File: src/rtl/rr_mux_arbiter_8.sv
// rr_mux_arbiter_8: round-robin arbiter and sequencer for a shared 8:1 mux.
// Eight W-bit lanes compete for one downstream valid/ready channel. Each
// grant is capped at MAX_BURST beats, and there is one IDLE cycle between
// consecutive grants.
module rr_mux_arbiter_8 #(
  parameter int unsigned W         = 8,
  parameter int unsigned MAX_BURST = 4
) (
  input  logic           clk,
  input  logic           rst_n,
  input  logic [7:0]     Req,
  input  logic [8*W-1:0] In,
  input  logic           Ready,
  output logic           Valid,
  output logic [W-1:0]   Y,
  output logic [2:0]     Sel,
  output logic [7:0]     Gnt
);

  localparam int unsigned     CW   = $clog2(MAX_BURST + 1);
  localparam logic [CW-1:0]   LAST = CW'(MAX_BURST - 1);

  typedef enum logic {IDLE, GRANT} state_t;

  state_t        state, state_next;
  logic [2:0]    ptr, ptr_next;
  logic [2:0]    sel_next;
  logic [7:0]    gnt_next;
  logic [CW-1:0] cnt, cnt_next;
  logic [2:0]    pick, idx;
  logic          found;

  // Round-robin scan: first requester at or after ptr, wrapping 7 -> 0
  always_comb begin
    pick  = '0;
    found = 1'b0;
    idx   = '0;
    for (int unsigned k = 0; k < 8; k++) begin
      idx = ptr + 3'(k);
      if (!found && Req[idx]) begin
        pick  = idx;
        found = 1'b1;
      end
    end
  end

  // Output channel: owner's request is the valid; data is zeroed when idle
  always_comb begin
    Valid = (state == GRANT) && Req[Sel];
    Y     = Valid ? In[int'(Sel)*W +: W] : '0;
  end

  // Next-state logic for FSM, select, grant, pointer and beat counter
  always_comb begin
    state_next = state;
    sel_next   = Sel;
    gnt_next   = Gnt;
    ptr_next   = ptr;
    cnt_next   = cnt;
    unique case (state)
      IDLE: begin
        gnt_next = '0;
        if (found) begin
          sel_next   = pick;
          gnt_next   = 8'b1 << pick;
          cnt_next   = '0;
          state_next = GRANT;
        end
      end
      GRANT: begin
        // An owner that drops Req releases without a transfer even if Ready
        // is high; otherwise the grant ends on the MAX_BURST-th transfer.
        if (!Valid || (Ready && cnt == LAST)) begin
          state_next = IDLE;
          gnt_next   = '0;
          ptr_next   = Sel + 3'd1;
        end else if (Ready) begin
          cnt_next = cnt + CW'(1);
        end
      end
      default: begin
        state_next = IDLE;
        gnt_next   = '0;
      end
    endcase
  end

  // State register with asynchronous active-low reset
  always_ff @(posedge clk or negedge rst_n) begin
    if (!rst_n) begin
      state <= IDLE;
      Sel   <= '0;
      Gnt   <= '0;
      ptr   <= '0;
      cnt   <= '0;
    end else begin
      state <= state_next;
      Sel   <= sel_next;
      Gnt   <= gnt_next;
      ptr   <= ptr_next;
      cnt   <= cnt_next;
    end
  end

endmodule

File: config.mk
export PLATFORM = sky130hd
export DESIGN_NAME = rr_mux_arbiter_8
export DESIGN_NICKNAME = d
export VERILOG_FILES = /design/src/rtl/rr_mux_arbiter_8.sv
export SDC_FILE = /design/constraint.sdc
export NUM_CORES = 1
export LEC_CHECK = 0
export ABC_AREA = 1
export CAP_MARGIN = 20
export CORE_MARGIN = 4
export CORE_UTILIZATION = 40
export CTS_CLUSTER_DIAMETER = 50
export DETAILED_ROUTE_END_ITERATION = 7
export PLACE_DENSITY = 0.79
export SLEW_MARGIN = 15
export SYNTH_ARGS = -nofsm -noshare
export SYNTH_HDL_FRONTEND = slang
export SYNTH_SLANG_ARGS = --single-unit
File: constraint.sdc
create_clock -name clk -period 2.45 [get_ports clk]
set_input_delay 0.735 -clock clk [delete_from_list [all_inputs] [get_ports clk]]
set_output_delay 0.735 -clock clk [all_outputs]
set_load 0.02 [all_outputs]
== Word level (Yosys, flattened, before mapping) ==
Index checks and enable logic that the tools add are counted.
Word-level totals
  register bits after elaboration: 18
  latch bits: 0
  memory bits (writable): 0
  bits in read-only memories: 0
  bits of input ports: 75
  output and inout bits: 20
  word-level logic and storage cells: 97
  memories: 0
Operators by class
  add/subtract/negate cells: 9
  multiply operators: 0
  div/mod/pow operators: 0
  magnitude comparators: 9
  equal/unequal tests: 5
  shift operators: 2
  muxes and demuxes: 45
  bitwise logic cells: 1
  reduce and logical (&&, ||, !) cells: 21
Operators by type and width (count)
  $shiftx 64x7->8: 1
  $lt 3x4->1 const B: 9
  $mux 3: 11
  $bmux 1 s3: 9
  $mux 8: 3
  $mux 1: 19
  $pmux 8 s2: 1
  $add 3x3->3 const B: 4
  $add 3x1->3 const B: 3
  $logic_and 1x1->1: 9
  $logic_not 1->1: 8
  $shl 1x3->8 const A: 1
  $add 3x2->3 const B: 2
  $ne 2x2->1 const B: 3
  $pmux 3 s2: 1
  $reduce_and 2->1: 2
  $eq 3x2->1 const B: 1
  $reduce_and 3->1: 1
  $ne 2x1->1 const B: 1
  $pmux 1 s2: 1
  $logic_or 1x1->1: 1
  $not 1->1: 1

== Logic depth before layout (Yosys ltp) ==
Gate-level depths: netlist of run 1.
  word-level depth: 27
  mapped depth: 19
  depth with buffers taken out: 18

== Worst setup path after synthesis of run 1 ==
No wires, ideal clock.
  path type: register -> output
  start point: register Sel[0]
  end point: output Y[3]
  arrival: 1877 ps
  required time: 1715 ps
  path slack: -162 ps
  stages on the path, launching flop included: 6
  path buffers: 2
  cell sequence: dfrtp_1 -> buf_2 -> clkbuf_1 -> nand2_1 -> a32o_1 -> a211oi_1
On the way
  word-level cells in the longest chain between the ends: 4
  elaborated cells on any way between the ends: 5
  those cells by class: shift: 1; mux: 3; reduce/logical: 1
Ends and longest elaborated chain
  start: declaration: line 16  | output logic [2:0] Sel,
  start signal: assignment: line 98  | Sel <= sel_next;
  branches (longest 3 deep; another with $shiftx 64x7->8)
  $mux 8 (*): line 50  | Y = Valid ? In[int'(Sel)*W +: W] : '0;
  end: declaration: line 15  | output logic [W-1:0] Y,
Every way passes the cells marked *. The select of a mux whose other input is x is not followed.

== Worst setup path in the final report of run 1 ==
  start point: register Sel[0]
  end point: output Y[4]
The elaborated chain is that of the path after synthesis.

==> impl_summary.txt, run 1 <==
----------------------------------------------------
[Status]
  Status ... finished with violations
  Failing checks ... setup timing

[Timing]
  Count of endpoints failing hold in the final timing report ... 0
  Layout Skew ... ~0.0027 ns
  F_max ... approximately 380 MHz
  Remaining max-slew budget at the tightest pin ... 0.638
  Total negative slack for setup checks ... -0.918 ns
  Hold Worst Slack ... approximately 0.48 ns
  Setup repair after global routing missed its margin ... true
  Post-route worst setup slack ... -0.187 ns
  Number of failing setup endpoints in the final timing report ... 8
  Post-layout minimum cycle time ... between 2 and 3 ns
  Measured slew at the worst slew-check pin ... 0.543 ns
  Pins Over Slew Limit ... 0
  Final Cycle Share ... 1.08

[CTS]
  Clock insertion delay at the later pin of the skew report ... about 0.26 ns
  Number of buffers inserted by hold repair at cts ... 0
  Clock tree root driver cell ... sky130_fd_sc_hd__clkbuf_8
  H-tree lvl count ... 1
  Number of buffers added by the clock tree synthesis step ... 3
  CTS tree ... built
  Clock slew at reported path FFs ... around 0.07 ns
  Number of buffers on the longest clock path ... 2
  Sinks on Clock Net ... 18

[Final layout]
  Fraction of final layout cells sized beyond drive strength 1 ... 0.350
  Fillers ... about 470
  Sequential cell area ... 452 um^2
  Count of placed standard cells in the final layout, fillers left out ... around 550
  Area Overhead vs Synth ... 68.3%
  Total Nets Final ... ~560
  Area used by multi-input combinational logic ... approximately 2000 um^2

[Worst setup path]
  R2R depth ... 15
  Worst Setup Path Type ... reg -> out
  Most Frequent Cell on Critical Path ... sky130_fd_sc_hd__buf_4
  Required time at the endpoint of the critical path ... around 1.7 ns
  Highest cell delay on the worst timing path ... between 0.4 and 0.5 ns
  Maximum fanout count along the critical path ... 33
  Register-to-register setup slack ... about 0.15 ns
  Worst path arrival time ... roughly 1.9 ns
  Origin of the critical flop-to-flop path ... ptr[1]
  CP endpoint kind ... output pin
  Critical path launch point type ... flop
  Reg-to-Reg End ... Sel[1]
  Max stage delay cell, worst path ... sky130_fd_sc_hd__dfrtp_1
  Worst path cell trace ... buf_4 -> a21oi_1 -> a22oi_2 -> nor2_2 -> a211oi_2 -> buf_4

[Pwr]
  Worst IR drop on VDD ... 0.000837 V
  Total power divided by cell area ... approximately 1700 nW/um^2
  Lkg Pwr ... 1.92 nW

[Yosys]
  Leading cell types by count after synthesis ... 112 x sky130_fd_sc_hd__nand2_1, 33 x sky130_fd_sc_hd__nand3_1, 28 x sky130_fd_sc_hd__nor2_1
  Portion of the post-synthesis area used by sequential elements ... 0.198
  Syn Inst Count ... about 350
  Top-area cell type share of the netlist area ... 0.198
  Synthesized net count ... 432
  EDFF count, synth ... 0
  Netlist Area Pre-Place ... around 2300 um^2
  Synth area leaders ... sky130_fd_sc_hd__dfrtp_1 20%, sky130_fd_sc_hd__nand2_1 19%, sky130_fd_sc_hd__nand3_1 7.3%
  Mean instance size in the synthesized netlist ... ~6.5 um^2
  Synthesized flop and latch total ... 18
  Count of unique library cells instantiated by Yosys ... 40
  Primary FF master, synth ... sky130_fd_sc_hd__dfrtp_1
  Cell taking the most area after synthesis ... sky130_fd_sc_hd__dfrtp_1
  Fraction of synthesis flops using an asynchronous set or reset pin ... 1.00
  Synth warnings ... 0
  Most frequently used cell type in the post-synthesis netlist ... sky130_fd_sc_hd__nand2_1

[Place]
  Detailed-placement wirelength estimate ... 6320 um
  Placement Setup Slack ... -1.09 ns
  Count of buffers inserted at the top-level ports ... 94
  Weighted congestion at the end of routability-driven global placement ... between 0.9 and 1
  Number of placed instances with taps included ... 540

[Route]
  Average detailed-routed wire length per instance ... about 16 um
  DRT iter0 DRCs ... between 100 and 150
  DR DRC count ... 0
  Detailed Route WL ... around 8600 um
  ANT nets after route ... 0
  First-pass iteration count of the detailed router ... 5
  Via/cell ratio ... roughly 5.3
  Number of vias in the routed layout ... between 2k and 3k

[Job]
  Max-cap violations ... 0

[Min path]
  Classification of the worst-slack hold path ... reg -> reg
  Worst Hold Endpoint ... Gnt[6]
  Number of cells on the worst hold path ... 2
  Start point of the worst hold path ... Gnt[6]

[Floorplanning]
  Number of top-level pins ... 95
  Initial cell density of the core ... 0.413
  Die Footprint ... 6950 um^2
  Area of the core ... around 5500 um^2
  Die height ... ~83 um
  Die Width ... about 83 um
  Number of placement rows ... 27

[Global route]
  Vias in the first global route ... around 2.9k
  Total grt overflow ... 0
  Maximum number of pins on one net before global-route repair ... 34
  Tot GR Track Use ... 0.230
  Number of antenna violations at the first check in global routing ... 1
  Global-route wire length before repair ... 13400 um

----------------------------------------------------
[placed cells by master, fill, tap and decap left out, types with 5 or more instances in the layout]
cell,netlist,routed
sky130_fd_sc_hd__o21ai_0,11,5
sky130_fd_sc_hd__inv_1,13,10
sky130_fd_sc_hd__a32o_2,0,8
sky130_fd_sc_hd__nand2_4,4,11
sky130_fd_sc_hd__nand3_1,33,22
sky130_fd_sc_hd__inv_2,5,8
sky130_fd_sc_hd__a21oi_1,27,23
sky130_fd_sc_hd__nor2_1,28,23
sky130_fd_sc_hd__nand3_2,4,13
sky130_fd_sc_hd__a21oi_2,1,5
sky130_fd_sc_hd__nand2_1,112,101
sky130_fd_sc_hd__buf_4,1,49
sky130_fd_sc_hd__dfrtp_1,18,17
sky130_fd_sc_hd__o21ai_2,3,6
sky130_fd_sc_hd__o21ai_1,7,9
sky130_fd_sc_hd__buf_6,3,6
sky130_fd_sc_hd__nor2_2,1,6
sky130_fd_sc_hd__dlygate4sd2_1,0,57
sky130_fd_sc_hd__nand4_1,11,11
sky130_fd_sc_hd__nand2_2,8,13
sky130_fd_sc_hd__a211oi_2,0,8
sky130_fd_sc_hd__clkdlybuf4s50_1,0,16
sky130_fd_sc_hd__a22oi_1,8,5
[worst max-delay path, delay by kind of cell (launching register included)]
| kind | cells | cell delay, ns |
|---|---|---|
| AO/OA/AOI/OAI | 3 | 0.61 |
| buffers and inverters | 2 | 0.55 |
| flip-flops | 1 | 0.42 |
| AND/OR/NAND/NOR | 1 | 0.07 |
[cell families (layout without fill, tap and decap cells)]
kind of cell,Yosys count,in the layout,share of synthesized area
AND/OR/NAND/NOR,210,211,0.450
AO/OA/AOI/OAI,77,77,0.221
buffers and inverters,37,164,0.0743
flip-flops,18,18,0.198
adder cells (fa/ha/maj),5,5,0.0275
XOR/XNOR,5,5,0.0292
other,0,1,0
[how the worst max path moves through the flow]
| stage | from | to | depth (start not counted) |
|---|---|---|---|
| 4_1_cts | Req[2] | Y[4] | 8 |
| 2_1_floorplan | Sel[0] | Y[3] | 5 |
| 5_1_grt | Sel[0] | Y[4] | 8 |
| 3_5_place_dp | Req[2] | Y[4] | 8 |
| 3_3_place_gp | Req[2] | Y[1] | 8 |
| 6_report | Sel[0] | Y[4] | 6 |
[state kept, by name, summed over array words and instances, names as in the netlist]
signal	flops
Gnt	8
Sel	3
cnt	3
ptr	3
state	1
[layout make-up]
type | instances | share of cell area
antenna | 1 | 0.000654
clock buffer | 4 | 0.0144
inverter | 21 | 0.0216
multi-input combinational | 298 | 0.510
sequential | 18 | 0.118
tap | 72 | 0.0236
timing repair buffer | 139 | 0.312
[per-stage QoR]
stage	utilization	area (um^2)	power [W]
final	0.694	3820	0.00637
after floorplan	-	2310	0.00374
after CTS	0.649	3570	0.00563
after global routing	0.694	3820	0.00690
after detailed placement	0.643	3540	0.00523
after global placement	0.643	3540	0.00514
[layer usage]
| metal | up-vias | global-route usage | routed length [um] |
|---|---|---|---|
| li1 | 1462 | - | - |
| met1 | 1335 | 0.287 | 3610 |
| met2 | 108 | 0.403 | 4350 |
| met3 | 23 | 0.0367 | 420 |
| met4 | 0 | 0.0698 | 208 |
| met5 | - | 0 | 0 |
[timing repair]
action	4_1_cts	5_1_grt
gates cloned	1	0
resized for setup	152	62
pin swaps	54	31
setup endpoints to repair	26	23
setup buffers	3	4
[where the power goes]
part	switching, W	internal (W)
Combinational	0.00336	0.00222
Sequential	0.000130	0.000405
Clock	0.000102	0.000143
No activity file was read; power rests on OpenSTA's default activity.
==> run 2: changes to the inputs <==
==> constraint.sdc (replaced) <==
create_clock -name clk -period 2.4 [get_ports clk]
set_input_delay 0.72 -clock clk [delete_from_list [all_inputs] [get_ports clk]]
set_output_delay 0.72 -clock clk [all_outputs]
set_load 0.02 [all_outputs]
==> run 2 against run 1 <==
Effect of this change: the flow still finishes with violations (setup timing); worst setup slack lost 0.11 ns; clock power rose by 2%; wire length rose by 6.0%; clock-buffer cell count did not move; final area rose by 4.0%; die area unchanged.
==> impl_summary.txt, run 2 (synthesis results as in run 1) <==
----------------------------------------------------
[Pwr]
  Lkg Pwr ... between 2 and 2.5 nW
  Overall power consumption ... around 0.0067 W
  Total power divided by cell area ... 1690 nW/um^2
  Worst IR drop on VDD ... 0.000879 V

[Floorplanning]
  Initial cell density of the core ... 0.413
  Die Footprint ... roughly 7000 um^2
  Number of placement rows ... 27
  Die height ... ~83 um
  Number of top-level pins ... 95
  Die Width ... 83.4 um
  Area of the core ... 5510 um^2

[Route]
  Wire length on met1 ... between 3000 and 4000 um
  First-pass iteration count of the detailed router ... 4
  DRT iter0 DRCs ... ~220
  Met3 Routed Length ... about 410 um
  Uppermost metal layer occupied by signal nets ... met4
  Detailed Route WL ... just over 9000 um
  Number of vias in the routed layout ... about 3k
  Metal2 WL ... roughly 4600 um
  DR DRC count ... 0
  Via/cell ratio ... roughly 5.4
  Average detailed-routed wire length per instance ... about 16 um
  ANT nets after route ... 0

[Final layout]
  Fillers ... around 430
  Total Nets Final ... between 500 and 600
  Number of flip-flops in the largest register ... 8
  Area Overhead vs Synth ... 74.9%
  Fraction of final layout cells sized beyond drive strength 1 ... 0.370
  Layout Utilization ... 0.722
  Register bank with the most flops ... Gnt
  Diodes inserted ... 0
  Most frequent cells in the layout ... 107 x sky130_fd_sc_hd__nand2_1, 53 x sky130_fd_sc_hd__buf_4, 41 x sky130_fd_sc_hd__clkdlybuf4s50_1
  Leading cell type in the layout, fill and taps excluded ... sky130_fd_sc_hd__nand2_1

[Timing]
  Post-route worst setup slack ... -0.299 ns
  Setup repair after global routing missed its margin ... true
  Measured slew at the worst slew-check pin ... 0.331 ns
  Layout Skew ... roughly 0.0019 ns
  Pins Over Slew Limit ... 0
  Post-layout minimum cycle time ... 2.70 ns
  Number of failing setup endpoints in the final timing report ... 10
  F_max ... around 370 MHz
  Final Cycle Share ... 1.12
  Count of endpoints failing hold in the final timing report ... 0
  Remaining max-slew budget at the tightest pin ... 0.780

[Job]
  Max-cap violations ... 0

[Min path]
  Classification of the worst-slack hold path ... reg -> reg
  Start point of the worst hold path ... Gnt[0]

[CTS]
  Number of buffers on the longest clock path ... 2
  Clock insertion delay at the later pin of the skew report ... between 0.2 and 0.3 ns
  Sinks on Clock Net ... 18
  CTS tree ... built
  Number of buffers added by the clock tree synthesis step ... 3
  H-tree lvl count ... 1
  Clock tree root driver cell ... sky130_fd_sc_hd__clkbuf_8
  Clock slew at reported path FFs ... ~0.070 ns

[Global route]
  Number of antenna violations at the first check in global routing ... 0
  Tot GR Track Use ... 0.230
  Total grt overflow ... 0
  Global-route wire length before repair ... 13400 um
  Vias in the first global route ... approximately 2.8k
  Maximum number of pins on one net before global-route repair ... 29

[Worst setup path]
  CP endpoint kind ... output pin
  Worst Setup Path Type ... in -> out
  Critical path launch point type ... input port
  Maximum fanout count along the critical path ... 1
  Required time at the endpoint of the critical path ... roughly 1.7 ns
  Worst path arrival time ... between 1.5 and 2 ns
  Origin of the critical flop-to-flop path ... ptr[0]
  Timing startpoint of the critical path ... In[6]

[Place]
  Detailed-placement wirelength estimate ... between 6000 and 7000 um
  Count of buffers inserted at the top-level ports ... 94
  Weighted congestion at the end of routability-driven global placement ... between 0.9 and 1

[Status]
  Status ... finished with violations
  Failing checks ... setup timing

----------------------------------------------------
run 2: power by group:
part | internal, W | switching, W
sequential | 0.000415 | 0.000119
combinational | 0.00243 | 0.00351
clock | 0.000146 | 0.000105
total | 0.00299 | 0.00373
run 2: path summary, 6_finish.rpt:
path	end	slack (ns)	cells after the start
worst max register to register	Gnt[4]	0.10	16
max in group asynchronous	ptr[2]	1.40	2
min in group asynchronous	Sel[2]	0.79	2
worst min-delay path	Gnt[0]	0.49	2
worst max-delay path	Y[6]	-0.30	6
worst min register to register	Gnt[0]	0.49	2
run 2: final cells by class:
type / count / area [um^2] / share of cell area
multi-input combinational: 297 / 1950 / 0.491
timing repair buffer: 147 / 1340 / 0.338
sequential: 18 / 453 / 0.114
tap: 72 / 90.1 / 0.0227
inverter: 21 / 82.6 / 0.0208
clock buffer: 4 / 55.1 / 0.0138
run 2: worst max-delay path, cell delays in order:
cell,delay (ns)
sky130_fd_sc_hd__clkdlybuf4s50_1,0.46
sky130_fd_sc_hd__a21oi_1,0.08
sky130_fd_sc_hd__a22oi_1,0.20
sky130_fd_sc_hd__nor2_1,0.11
sky130_fd_sc_hd__a211oi_4,0.25
sky130_fd_sc_hd__buf_6,0.15
run 2: repair_timing:
item / CTS / global route
hold buffers: 0 / 0
resized for setup: 120 / 74
endpoints found under the setup margin: 26 / 25
pin swaps: 41 / 38
setup buffers: 10 / 2
run 2: layer usage:
layer	vias up	track usage
li1	1468	-
met2	103	0.393
met3	18	0.0288
met5	-	0
met4	0	0.0535
met1	1422	0.307
run 2: stage by stage:
stage	setup TNS (ns)	area [um^2]	setup slack, ns	hold slack [ns]	std cells
5_1_grt	-2.84	3980	-0.328	0.527	559
2_1_floorplan	-0.103	2340	-0.0232	0.424	352
3_5_place_dp	-18.48	3580	-1.23	0.473	543
4_1_cts	-1.75	3730	-0.262	0.496	557
3_3_place_gp	-16.93	3580	-1.15	0.470	543
6_report	-1.85	3980	-0.299	0.490	559
==> run 3: changes to the inputs <==
==> constraint.sdc (replaced) <==
create_clock -name clk -period 2.4 [get_ports clk]
set_input_delay 0.72 -clock clk [delete_from_list [all_inputs] [get_ports clk]]
set_output_delay 0.72 -clock clk [all_outputs]
set_load 0.005 [all_outputs]
==> run 3 against run 2 <==
Effect of this change: the flow still finishes with violations (setup timing); non-clock buffer count is 11 higher; combinational power grew 13%; wire length increased by 7.5%; cell count increased by 2.1%; global-route usage is 0.28 points higher; final area is 4.3% higher; register-to-register slack worse by 0.08 ns; sequential share of layout area shrank 0.47 points; critical path depth increased by 4; via count up 5.0%.
==> impl_summary.txt, run 3 (synthesis results as in run 1) <==
----------------------------------------------------
[Route]
  ANT nets after route ... 0
  Detailed Route WL ... between 9000 and 10000 um
  Number of vias in the routed layout ... 3163
  First-pass iteration count of the detailed router ... 5
  DR DRC count ... 0
  Average detailed-routed wire length per instance ... 17.1 um
  Via/cell ratio ... about 5.5
  DRT iter0 DRCs ... 221

[Worst setup path]
  Worst path arrival time ... 1.99 ns
  CP endpoint kind ... output pin
  Most Frequent Cell on Critical Path ... sky130_fd_sc_hd__buf_6
  Worst Setup Path Type ... reg -> out
  Required time at the endpoint of the critical path ... roughly 1.7 ns
  Crit path buf inv count ... 5
  Worst path cell trace ... inv_2 -> nor2_1 -> o22ai_1 -> inv_1 -> o21ai_4 -> buf_6 -> nand2_4 -> buf_6 -> a211oi_2 -> buf_2
  Top Family by Delay on Critical Path ... buffers and inverters
  Highest cell delay on the worst timing path ... about 0.44 ns
  Max stage delay cell, worst path ... sky130_fd_sc_hd__dfrtp_1
  Critical path launch point type ... flop
  Maximum fanout count along the critical path ... 6

[CTS]
  CTS tree ... built
  Number of buffers added by the clock tree synthesis step ... 3
  Clock tree root driver cell ... sky130_fd_sc_hd__clkbuf_8
  Clock slew at reported path FFs ... roughly 0.070 ns
  H-tree lvl count ... 1
  Number of buffers inserted by hold repair at cts ... 0
  Sinks on Clock Net ... 18
  Number of buffers on the longest clock path ... 2
  Clock insertion delay at the later pin of the skew report ... 0.26 ns

[Floorplanning]
  Die height ... 83.4 um
  Die Footprint ... ~7000 um^2
  Initial cell density of the core ... 0.413
  Number of top-level pins ... 95
  Die Width ... around 83 um
  Area of the core ... approximately 5500 um^2
  Number of placement rows ... 27

[Timing]
  Post-route worst setup slack ... -0.306 ns
  Setup repair after global routing missed its margin ... true
  Post-layout minimum cycle time ... 2.71 ns
  Pins Over Slew Limit ... 0
  Total negative slack for setup checks ... -2.08 ns
  Measured slew at the worst slew-check pin ... about 0.43 ns
  F_max ... roughly 370 MHz
  Number of failing setup endpoints in the final timing report ... 9
  Final Cycle Share ... 1.13
  Count of endpoints failing hold in the final timing report ... 0
  Layout Skew ... 0.00467 ns
  Remaining max-slew budget at the tightest pin ... 0.715

[Place]
  Placement Setup Slack ... -0.994 ns
  Number of placed instances with taps included ... 539
  Post-placement cell area ... between 3000 and 4000 um^2
  Weighted congestion at the end of routability-driven global placement ... between 0.9 and 1
  Count of buffers inserted at the top-level ports ... 94
  Detailed-placement wirelength estimate ... 6200 um

[Final layout]
  Diodes inserted ... 0
  Area Overhead vs Synth ... 82.5%
  Leading cell type in the layout, fill and taps excluded ... sky130_fd_sc_hd__nand2_1
  Most frequent cells in the layout ... 99 x sky130_fd_sc_hd__nand2_1, 49 x sky130_fd_sc_hd__buf_4, 47 x sky130_fd_sc_hd__clkdlybuf4s50_1
  Number of flip-flops in the largest register ... 8
  Count of placed standard cells in the final layout, fillers left out ... between 500 and 600
  Fraction of final layout cells sized beyond drive strength 1 ... 0.379
  Register bank with the most flops ... Gnt
  Total Nets Final ... 580
  Non-Filler Cell Area, Final ... ~4100 um^2

[Pwr]
  Lkg Pwr ... around 2.0 nW
  Worst IR drop on VDD ... just over 0.0009 V
  Total power divided by cell area ... ~1800 nW/um^2

[Global route]
  Vias in the first global route ... 2985
  Number of antenna violations at the first check in global routing ... 0
  Total grt overflow ... 0
  Global-route wire length before repair ... around 14000 um
  Tot GR Track Use ... 0.233
  Maximum number of pins on one net before global-route repair ... 37

[Status]
  Status ... finished with violations
  Failing checks ... setup timing

[Job]
  Max-cap violations ... 0

[Min path]
  Classification of the worst-slack hold path ... reg -> reg

----------------------------------------------------
run 3: changes by cell type in the layout (fill, tap and decap cells not counted), sizes merged:
cell	change
dlygate4sd2	+12
dlymetal6s2s	-18
nand2	+1
clkdlybuf4s50	+6
buf	+13
clkbuf	-2
run 3: area by class of cell:
type | count | area [um^2]
clock buffer | 4 | 55.1
fill | 411 | 1360
inverter | 21 | 85.1
multi-input combinational | 298 | 2060
sequential | 18 | 453
tap | 72 | 90.1
timing repair buffer | 158 | 1410
run 3: path summary, 6_finish.rpt:
path | startpoint | end | slack (ns) | cells past startpoint
worst max-delay path | Sel[0] | Y[6] | -0.31 | 10
worst min-delay path | Gnt[1] | Gnt[1] | 0.49 | 2
worst max register to register | ptr[1] | Gnt[1] | 0.02 | 17
worst min register to register | Gnt[1] | Gnt[1] | 0.49 | 2
max in group asynchronous | rst_n | Sel[1] | 1.41 | 2
min in group asynchronous | rst_n | cnt[2] | 0.78 | 2
run 3: stage by stage:
| step | power, W | hold WS (ns) | utilization |
|---|---|---|---|
| global route | 0.00806 | 0.528 | 0.753 |
| floorplan | 0.00358 | 0.424 | - |
| detailed placement | 0.00511 | 0.470 | 0.634 |
| CTS | 0.00564 | 0.489 | 0.653 |
| global placement | 0.00503 | 0.469 | 0.634 |
| finish | 0.00753 | 0.485 | 0.753 |
run 3: report_power, final:
group          switching, W  internal [W]  leakage (nW)
Sequential         0.000131      0.000415         0.231
Combinational       0.00380       0.00293          1.71
Clock              0.000104      0.000146        0.0288
run 3: metal layers:
metal | up-vias | wire [um] | GRT usage | part of all wire
met5 | - | 0 | 0 | 0
met4 | 0 | 444 | 0.0892 | 0.045
met3 | 48 | 498 | 0.0347 | 0.051
met2 | 138 | 5070 | 0.409 | 0.52
met1 | 1473 | 3760 | 0.284 | 0.38
li1 | 1504 | - | - | -
run 3: what timing repair did:
action | in CTS | in global routing
buffers inserted | 5 | 23
endpoints found under the setup margin | 26 | 23
gates resized for setup | 129 | 84
pin swaps | 33 | 44
cloned | 1 | 0
run 3: worst min-delay path, stage by stage (launching register included):
cell,delay (ns)
sky130_fd_sc_hd__dfrtp_1,0.34
sky130_fd_sc_hd__nand2_1,0.06
sky130_fd_sc_hd__nand2_2,0.05
